[config.mk]
export PLATFORM = sky130hd
export DESIGN_NAME = pipe_stage_reg
export DESIGN_NICKNAME = d
export VERILOG_FILES = /design/src/rtl/pipe_stage_reg_pkg.sv /design/src/rtl/pipe_sat_counter.sv /design/src/rtl/pipe_stage_reg.sv
export SDC_FILE = /design/constraint.sdc
export NUM_CORES = 1
export LEC_CHECK = 0
export ABC_AREA = 1
export CORE_MARGIN = 4
export CORE_UTILIZATION = 54
export DETAILED_ROUTE_END_ITERATION = 8
export PLACE_DENSITY = 0.86
export SYNTH_ARGS = -nofsm -noshare
export SYNTH_HDL_FRONTEND = slang
export SYNTH_SLANG_ARGS = --single-unit
[constraint.sdc]
create_clock -name Clk -period 3.8 [get_ports Clk]
set_input_delay 0.76 -clock Clk [delete_from_list [all_inputs] [get_ports Clk]]
set_output_delay 0.76 -clock Clk [all_outputs]
set_load 0.1 [all_outputs]
[src/rtl/pipe_stage_reg_pkg.sv]
// Shared pipeline definitions: default widths, per-stage field widths and the
// control-bit layout used to pack and unpack the control field.
package pipe_stage_reg_pkg;

  localparam int DEFAULT_DATA_W = 101;
  localparam int DEFAULT_CTRL_W = 9;
  localparam int DEFAULT_CNT_W  = 16;

  // Per-stage field widths for each register boundary
  localparam int IFID_CTRL_W  = 1;
  localparam int IFID_DATA_W  = 64;
  localparam int IDEX_CTRL_W  = 13;
  localparam int IDEX_DATA_W  = 138;
  localparam int EXMEM_CTRL_W = 9;
  localparam int EXMEM_DATA_W = 101;
  localparam int MEMWB_CTRL_W = 2;
  localparam int MEMWB_DATA_W = 69;

  localparam int CTRL_REGWRITE   = 0;
  localparam int CTRL_MEMTOREG   = 1;
  localparam int CTRL_MEMREAD_LO = 2;
  localparam int CTRL_MEMREAD_HI = 3;
  localparam int CTRL_MEMWRITE_LO = 4;
  localparam int CTRL_MEMWRITE_HI = 5;
  localparam int CTRL_JAL        = 6;
  localparam int CTRL_JUMP       = 7;
  localparam int CTRL_JR         = 8;

  typedef enum logic [1:0] {
    STAGE_IFID  = 2'd0,
    STAGE_IDEX  = 2'd1,
    STAGE_EXMEM = 2'd2,
    STAGE_MEMWB = 2'd3
  } stage_e;

  typedef struct packed {
    logic       jr;
    logic       jump;
    logic       jal;
    logic [1:0] mem_write;
    logic [1:0] mem_read;
    logic       mem_to_reg;
    logic       reg_write;
  } exmem_ctrl_t;

  function automatic int stage_ctrl_w(input stage_e stage);
    case (stage)
      STAGE_IFID:  return IFID_CTRL_W;
      STAGE_IDEX:  return IDEX_CTRL_W;
      STAGE_EXMEM: return EXMEM_CTRL_W;
      default:     return MEMWB_CTRL_W;
    endcase
  endfunction

  function automatic int stage_data_w(input stage_e stage);
    case (stage)
      STAGE_IFID:  return IFID_DATA_W;
      STAGE_IDEX:  return IDEX_DATA_W;
      STAGE_EXMEM: return EXMEM_DATA_W;
      default:     return MEMWB_DATA_W;
    endcase
  endfunction

  function automatic logic [EXMEM_CTRL_W-1:0] pack_exmem_ctrl(input exmem_ctrl_t c);
    logic [EXMEM_CTRL_W-1:0] v;
    v = '0;
    v[CTRL_REGWRITE]                      = c.reg_write;
    v[CTRL_MEMTOREG]                      = c.mem_to_reg;
    v[CTRL_MEMREAD_HI:CTRL_MEMREAD_LO]    = c.mem_read;
    v[CTRL_MEMWRITE_HI:CTRL_MEMWRITE_LO]  = c.mem_write;
    v[CTRL_JAL]                           = c.jal;
    v[CTRL_JUMP]                          = c.jump;
    v[CTRL_JR]                            = c.jr;
    return v;
  endfunction

  function automatic exmem_ctrl_t unpack_exmem_ctrl(input logic [EXMEM_CTRL_W-1:0] v);
    exmem_ctrl_t c;
    c.reg_write  = v[CTRL_REGWRITE];
    c.mem_to_reg = v[CTRL_MEMTOREG];
    c.mem_read   = v[CTRL_MEMREAD_HI:CTRL_MEMREAD_LO];
    c.mem_write  = v[CTRL_MEMWRITE_HI:CTRL_MEMWRITE_LO];
    c.jal        = v[CTRL_JAL];
    c.jump       = v[CTRL_JUMP];
    c.jr         = v[CTRL_JR];
    return c;
  endfunction

endpackage

[src/rtl/pipe_sat_counter.sv]
// Saturating up-counter with synchronous active-high clear; holds at all-ones
// instead of wrapping.
module pipe_sat_counter #(
  parameter int WIDTH = 16
) (
  input  logic             Clk,
  input  logic             Clear,
  input  logic             inc,
  output logic [WIDTH-1:0] count
);

  always_ff @(posedge Clk) begin
    if (Clear) begin
      count <= '0;
    end else if (inc && (count != '1)) begin
      count <= count + WIDTH'(1);
    end
  end

endmodule

[src/rtl/pipe_stage_reg.sv]
// Pipeline-stage register with valid/ready handshake, optional 2-entry skid,
// synchronous flush and a saturating bubble counter.
module pipe_stage_reg
  import pipe_stage_reg_pkg::*;
#(
  parameter int DATA_W = DEFAULT_DATA_W,
  parameter int CTRL_W = DEFAULT_CTRL_W,
  parameter int SKID   = 1,
  parameter int CNT_W  = DEFAULT_CNT_W
) (
  input  logic              Clk,
  input  logic              Reset,
  input  logic              Flush,
  input  logic              in_valid,
  output logic              in_ready,
  input  logic [CTRL_W-1:0] in_ctrl,
  input  logic [DATA_W-1:0] in_data,
  output logic              out_valid,
  input  logic              out_ready,
  output logic [CTRL_W-1:0] out_ctrl,
  output logic [DATA_W-1:0] out_data,
  output logic [CNT_W-1:0]  bubble_count
);

  logic              m_valid;
  logic [CTRL_W-1:0] m_ctrl;
  logic [DATA_W-1:0] m_data;
  logic              accept;
  logic              emit;

  assign accept = in_valid & in_ready;
  assign emit   = m_valid & out_ready;

  generate
    if (SKID != 0) begin : g_skid
      logic              s_valid;
      logic [CTRL_W-1:0] s_ctrl;
      logic [DATA_W-1:0] s_data;

      // Ready depends only on skid occupancy, so out_ready never reaches in_ready
      assign in_ready = !s_valid;

      always_ff @(posedge Clk) begin
        if (Reset) begin
          m_valid <= 1'b0;
          m_ctrl  <= '0;
          m_data  <= '0;
          s_valid <= 1'b0;
          s_ctrl  <= '0;
          s_data  <= '0;
        end else if (Flush) begin
          m_valid <= 1'b0;
          s_valid <= 1'b0;
        end else if (!m_valid || emit) begin
          if (s_valid) begin
            m_valid <= 1'b1;
            m_ctrl  <= s_ctrl;
            m_data  <= s_data;
            s_valid <= accept;
            if (accept) begin
              s_ctrl <= in_ctrl;
              s_data <= in_data;
            end
          end else begin
            m_valid <= accept;
            if (accept) begin
              m_ctrl <= in_ctrl;
              m_data <= in_data;
            end
          end
        end else if (accept) begin
          s_valid <= 1'b1;
          s_ctrl  <= in_ctrl;
          s_data  <= in_data;
        end
      end
    end else begin : g_single
      assign in_ready = !m_valid | out_ready;

      always_ff @(posedge Clk) begin
        if (Reset) begin
          m_valid <= 1'b0;
          m_ctrl  <= '0;
          m_data  <= '0;
        end else if (Flush) begin
          m_valid <= 1'b0;
        end else if (!m_valid || emit) begin
          m_valid <= accept;
          if (accept) begin
            m_ctrl <= in_ctrl;
            m_data <= in_data;
          end
        end
      end
    end
  endgenerate

  // A bubble must never carry live control bits such as RegWrite or MemWrite
  assign out_valid = m_valid;
  assign out_ctrl  = m_valid ? m_ctrl : '0;
  assign out_data  = m_data;

  pipe_sat_counter #(
    .WIDTH(CNT_W)
  ) u_bubble_cnt (
    .Clk  (Clk),
    .Clear(Reset),
    .inc  (!m_valid & out_ready),
    .count(bubble_count)
  );

endmodule

# Yosys cells after proc, flatten, opt, wreduce, memory -nomap -nowiden
# Index checks and enable logic that the tools add are counted.
dict set report totals {
  latchBits 0
  mem_count 0
  register_bits 238
  romBits 0
  mem_bits_rw 0
  out_inout_bits 128
}
dict set report op_classes {
  eq_ne 2
  n_reduce_logical 9
  bitwise 4
  shift 0
  n_mux 15
  mul 0
  magnitude_cmp 0
  n_div 0
  n_addsub 1
}
# op count
set op_table {}
lappend op_table {{two-way mux 101 bit} 5}
lappend op_table {{two-way mux 9 bit} 6}
lappend op_table {{adder 16 x 1 -> 16 bit, second input constant} 1}
lappend op_table {{inequality test 16 bit, second input constant} 1}
lappend op_table {{two-way mux 1 bit} 4}
lappend op_table {{nonzero test 2 bit} 2}
lappend op_table {{bitwise AND 1 bit} 3}
lappend op_table {{AND reduction 3 bit} 1}
lappend op_table {{logical NOT 1 bit} 2}
lappend op_table {{inequality test 2 bit, second input constant} 1}
lappend op_table {{AND reduction 2 bit} 1}
lappend op_table {{OR reduction 2 bit} 1}
lappend op_table {{logical AND 1 bit} 1}
lappend op_table {{logical OR 1 bit} 1}
lappend op_table {{inverter 1 bit} 1}

# Depth between registers and ports, before layout
dict set report depth {
  depth_word 5
  ltp_mapped 9
  depth_no_buf 8
}

# Modules after synthesis
# Synthesis repeated with hierarchy kept, for this count alone.
dict set report hier_totals {
  hier_cells 1837
  hier_area_um2 11477.3
}
# module seq_area_each_um2 cells_per_inst instances area_per_inst_um2
set by_module_without_submodules {}
lappend by_module_without_submodules {pipe_stage_reg 4444.3 1688 1 10547.6}
lappend by_module_without_submodules {pipe_sat_counter 320.3 149 1 929.6}

# Worst setup path after synthesis
# OpenSTA, ideal clock, no wires.
dict set report synth_path {
  path_kind {register to output}
  startpoint {register m_valid (netlist: out_valid)}
  endpoint {output port out_ctrl[0]}
  t_arrival_ns 1.977
  setup_slack_ns 1.063
  path_stages_with_launch 4
  cell_sequence {dfxtp_1 > clkbuf_1 > nand2_1 > inv_1}
}
dict set report synth_via {
  elab_chain_len 1
}
# item line
set synth_rtl {}
lappend synth_rtl {{start, declared} pipe_stage_reg.sv:25} ;# logic m_valid;
lappend synth_rtl {{start signal, assigned} pipe_stage_reg.sv:65} ;# m_valid <= accept;
lappend synth_rtl {{two-way mux 9 bit} pipe_stage_reg.sv:100} ;# assign out_ctrl = m_valid ? m_ctrl : '0;
lappend synth_rtl {{end, declared} pipe_stage_reg.sv:20} ;# output logic [CTRL_W-1:0] out_ctrl,
# Every way passes these cells.

# Worst setup path in the final report
dict set report layout_path {
  startpoint {register m_valid (netlist: out_valid)}
  endpoint {output port out_valid}
}
# item line
set layout_rtl {}
lappend layout_rtl {{end, declared} pipe_stage_reg.sv:18} ;# output logic out_valid,
# No word-level cell between the ends.

==> metrics.md <==
| Metric | Value |
|---|---|
| Status | `complete, no violations` |
| Clock Skews | `0.0107 ns` |
| Initial antenna violation count | `1` |
| GR Util All Layers | `24.2%` |
| Post-CTS Setup Bufs | `0` |
| RSZ-0062 raised after global routing | `false` |
| Slew @ Worst Pin | `1.11 ns` |
| Clk sinks | `238` |
| Reg2reg start | `g_skid.s_valid` |
| Mapped Nets | `1615` |
| Routed Antenna Nets | `0` |
| Initial DRC Count | `634` |
| Register area | `4770 µm²` |
| Delay-heaviest family, CP | `buffers and inverters` |
| Worst Setup EP | `out_valid` |
| Fillers | `1390` |
| CTS tree | `yes` |
| Max Fclk | `around 0.32 GHz` |
| HP Class | `reg2reg` |
| Layout Nets | `1794` |
| Reg2reg end | `g_skid.s_data[22]` |
| Worst EP required | `3.04 ns` |
| Final setup violating endpoints | `0` |
| Avg Cell Area, Syn | `~6.8 µm²` |
| Leakage | `5.46 nW` |
| Clk buf depth | `3` |
| Grt ovf | `0` |
| Register area share after synthesis | `around 47%` |
| Die area | `~21000 µm²` |
| Largest net degree at the start of global routing | `115` |
| CTS Buf Count | `25` |
| # DRC | `0` |
| Share of flip-flops with an asynchronous set or reset | `0%` |
| CP Max Fanout | `13` |
| Post-synth EDFFs | `0` |
| Crit path arrival time | `2.35 ns` |
| Final hold viol count | `0` |
| Cell Chain, Critical Path | `clkdlybuf4s50_1` |
| Chip Width | `~150 µm` |
| Number of global-route vias before repair | `roughly 9100` |
| Clk Latency, worst-skew pair | `0.52 ns` |
| Kind of critical path | `reg2out` |
| Slew margin rel. | `25.9%` |
| Layout Area Growth over Synthesis | `30.9%` |
| Post-DP HPWL | `approximately 17000 µm` |
| Synthesized area | `10100 µm²` |
| Startpoint types | `register` |
| Critical Path Max Stage Delay | `1.23 ns` |
| Crit path capture type | `output pin` |
| Reg2reg path depth | `5` |
| FF-to-FF setup slack | `1.49 ns` |
| Multi-input logic area | `4350 µm²` |
| Vias per inst | `5.10` |
| VDD IR max | `0.331 mV` |
| Maxcap violations | `0` |
| DR WL/cell | `13.9 µm` |
| Via Count | `9799` |
| Slew Limit Fails | `0` |
| Rows | `49` |
| Initial Util | `55.7%` |
| IO Pins | `approximately 240` |
| Buffers on Ports | `242` |
| Root Driver | `clkbuf_16` |
| Main synth FF type | `dfxtp_1` |
| Die Height | `around 150 µm` |
| Tmin final | `between 3 and 4 ns` |
| Worst setup margin | `0.692 ns` |
| Yosys warning total | `0` |
| First-pass GRT wire length | `roughly 44000 µm` |
| Number of synthesized register bits | `238` |
| Worst-path clk slew | `0.06 ns` |
| Routed wire length | `26700 µm` |
| Commonest non-fill, non-tap cell in the layout | `nand2_1` |
| Layout cells sized above 1 | `4.07%` |
| Fin crit share | `around four fifths` |
| Total core area | `18200 µm²` |
| Antenna diode count | `0` |
| Post-cts gate resize count | `0` |
| Crit path depth | `1` |
| Htree depth | `1` |
| Setup slack after placement | `0.953 ns` |
| Hold_ws | `0.443 ns` |
| Synth cell types | `21` |
| Crit path buffers/inverters | `1` |
| Pre-antenna DRT Iters | `8` |
| Core Util, Final | `72.9%` |
| Worst Setup SP | `out_valid` |
| Crit-path slowest cell | `clkdlybuf4s50_1` |
| Sum of negative setup slack | `0 ns` |
| PwrDens | `465 nW/µm²` |
| Gpl congestion | `between 0.8 and 0.9` |
| Synth Instances | `1499` |
| Hold bufs inserted after CTS | `0` |
| Most frequent cells in the layout | `nand2_1 (380), nor2_1 (260), dfxtp_1 (237)` |
Yosys cell counts, types with 3 or more instances:
library cell,instances,area (µm²)
a21oi_1,124,621
nand2_1,380,1430
o21ai_1,64,320
clkbuf_2,8,40.0
o21ai_0,158,791
dfxtp_1,238,4760
buf_2,47,235
buf_4,12,90.1
nand3_1,18,90.1
nand2_2,3,18.8
clkbuf_1,32,120
inv_2,3,11.3
nor2_1,260,976
inv_1,142,533
sequential cells by signal (all words and copies together) (netlist names):
register,count
g_skid.s_data,101
g_skid.s_valid,1
out_valid,1
m_ctrl,9
u_bubble_cnt.count,16
out_data,101
g_skid.s_ctrl,9
worst min path at each step:
stage,startpoint,to,slack (ns),cells after the start
detailed placement,out_data[99],out_data[99],0.44,2
finish,out_data[7],out_data[7],0.44,2
CTS,out_data[99],out_data[99],0.44,2
floorplan,m_ctrl[0],m_ctrl[0],0.42,2
global route,m_ctrl[7],m_ctrl[7],0.46,2
global placement,out_data[56],out_data[56],0.43,2
power breakdown:
part | switching (W) | internal [W]
registers | 0.0000607 | 0.00260
logic | 0.000856 | 0.000341
clock network | 0.000956 | 0.00136
metrics by stage:
step / cell area, µm² / total power [W] / instances
5_1_grt: 13300 / 0.00640 / 1923
3_3_place_gp: 12500 / 0.00389 / 1880
4_1_cts: 13300 / 0.00621 / 1923
2_1_floorplan: 10100 / 0.00355 / 1499
3_5_place_dp: 12500 / 0.00390 / 1880
6_report: 13300 / 0.00617 / 1923
logic make-up (layout without fill, tap and decap cells):
logic type | count (synthesis) | in the layout | synth area share, %
simple gates | 669 | 669 | 25.5
compound gates | 346 | 346 | 17.1
flops | 238 | 238 | 47.0
buf+inv | 245 | 440 | 10.3
fa+ha+maj | 1 | 1 | 0.123
cell type report:
cell class | count | share of cell area [%]
flip-flops and latches | 238 | 35.9
multi-input cells | 1016 | 32.8
repair buffers | 252 | 19.1
clock buffers | 41 | 5.77
inverters | 145 | 4.14
well taps | 229 | 2.16
clock inverters | 2 | 0.104
layer usage:
layer  GRT usage [%]  share of wire (%)  vias to the layer above
li1                -                  -                     5046
met5               0              0.049                        -
met3            5.74                7.5                       52
met2            42.9                 49                      318
met4            6.94                2.6                        2
met1            29.6                 41                     4381
Power figures use the tool's default switching activity.
==> RTL change: new RTL, same flow settings <==
Register the output `bubble_count`; this adds one clock of latency there. The other outputs are not delayed to match.
--- a/src/rtl/pipe_stage_reg.sv
+++ b/src/rtl/pipe_stage_reg.sv
@@ -21,6 +21,8 @@
   output logic [DATA_W-1:0] out_data,
   output logic [CNT_W-1:0]  bubble_count
 );
+
+  logic [CNT_W-1:0] bubble_count_d;
 
   logic              m_valid;
   logic [CTRL_W-1:0] m_ctrl;
@@ -106,8 +108,12 @@
     .Clk  (Clk),
     .Clear(Reset),
     .inc  (!m_valid & out_ready),
-    .count(bubble_count)
+    .count(bubble_count_d)
   );
+
+  always_ff @(posedge Clk) begin
+    bubble_count <= bubble_count_d;
+  end
 
 endmodule
 
Formal check against the unedited RTL: not equivalent (Yosys sat finds a counterexample within 4 cycles, from zero or initial values and one cycle with Reset high).
==> RTL change against the unedited design <==
- final area is 3.0% higher
- global-route usage up 2.9 points
- routed wire length up 15%
- sequential cell count increased by 16
- non-clock buffer count increased by 3
- sequential share of layout area up 1.3 points
- power rose by 2.9%
- first-iteration DRC count is 27% higher
- synthesized area grew 2.7%
- worst setup slack better by 0.10 ns
- register-to-register slack worse by 0.30 ns
- critical endpoint is now in_ready
- largest power group unchanged
- highest routed layer unchanged
==> RTL change: results (changes against the unedited design) <==
WHS Endpoint bubble_count[15]; commonest cells in the netlist nand2_1, dfxtp_1, nor2_1, a21oi_1, nand3_1; Max stage delay on crit path 0.77 ns (-0.46 ns); r2r endpoint out_data[24]; Non-Filler Instances 1954 (+1.6%); Worst path slowest cell buf_4; Hold Slack 0.388 ns (-0.0552 ns); crit-path max FO 95 (+82); drt via density 5.40 (+6.0%); GRT Util Overall 27.1% (+2.9 points); Post-Route Skew 0.00980 ns (-0.000909 ns); worst slew pin tran 1.25 ns (+0.139 ns); Synth Instances 1502 (+0.20%); clock buffer count from CTS 26 (+4.0%); Iteration-0 DRC Markers 808 (+27%); routability cong. 0.862 (+1.4%); Detailed Routing Iterations Pass 1 5 (-3); Final #Nets 1790 (-0.22%); WL/cell 15.7 um (+13%); peak supply drop 0.315 mV (-5.0%); via count of the first global-routing pass 10041 (+10%); syn_nets 1618 (+0.19%); Int Pwr 0.00460 W (+6.9%); Worst Setup EP in_ready; largest net degree at the start of global routing 127 (+10%); outcome complete, no violations; fillers 1499 (+7.8%); post-synth cell types 20 (-4.8%); Reg power frac 43.9% (+0.8 points)
[RTL change: changes by cell type after synthesis, sizes merged, moves of 5 or more]
cell / change
nand3: +109
inv: -101
o21ai: -95
nand2: +75
nor2: -36
a21oi: +16
dfxtp: +16
clkbuf: +14
nand4: +5
[RTL change: worst reg2reg max path, delay by kind of cell, from the launching register on]
family | cells | cell delay (ns)
compound gates | 1 | 0.21
buf+inv | 1 | 0.92
flops | 1 | 0.77
simple gates | 3 | 0.63
[RTL change: through the flow]
stage               total power, W  utilization [%]  cell area (um^2)
finish                     0.00635             72.5             13700
global route               0.00656             72.5             13700
CTS                        0.00639             72.5             13700
detailed placement         0.00377             67.8             12800
global placement           0.00376             67.8             12800
floorplan                  0.00346                -             10400
[RTL change: routing by layer]
| layer | track usage (%) | routed length (um) | up-vias |
|---|---|---|---|
| met2 | 44.1 | 14200 | 502 |
| met3 | 5.52 | 2940 | 76 |
| met5 | 0 | 26 | - |
| met4 | 11.0 | 1090 | 4 |
| li1 | - | - | 5154 |
| met1 | 35.5 | 12500 | 4816 |
[RTL change: logic make-up (layout without fill, tap and decap cells)]
| family | after synthesis | in the layout | share of synthesized area (%) |
|---|---|---|---|
| AOI/OAI and AO/OA | 267 | 267 | 12.8 |
| adders and majority gates | 1 | 1 | 0.120 |
| buffers and inverters | 155 | 347 | 6.46 |
| DFF | 254 | 254 | 48.8 |
| and+or+nand+nor | 825 | 825 | 31.8 |
[RTL change: cell type report]
cell class | count | area [um^2] | area share (%)
clock buffers | 36 | 749 | 5.49
clock inverters | 12 | 140 | 1.03
inverters | 44 | 166 | 1.22
multi-input cells | 1093 | 4670 | 34.2
flip-flops and latches | 254 | 5090 | 37.3
well taps | 260 | 325 | 2.38
repair buffers | 255 | 2510 | 18.4
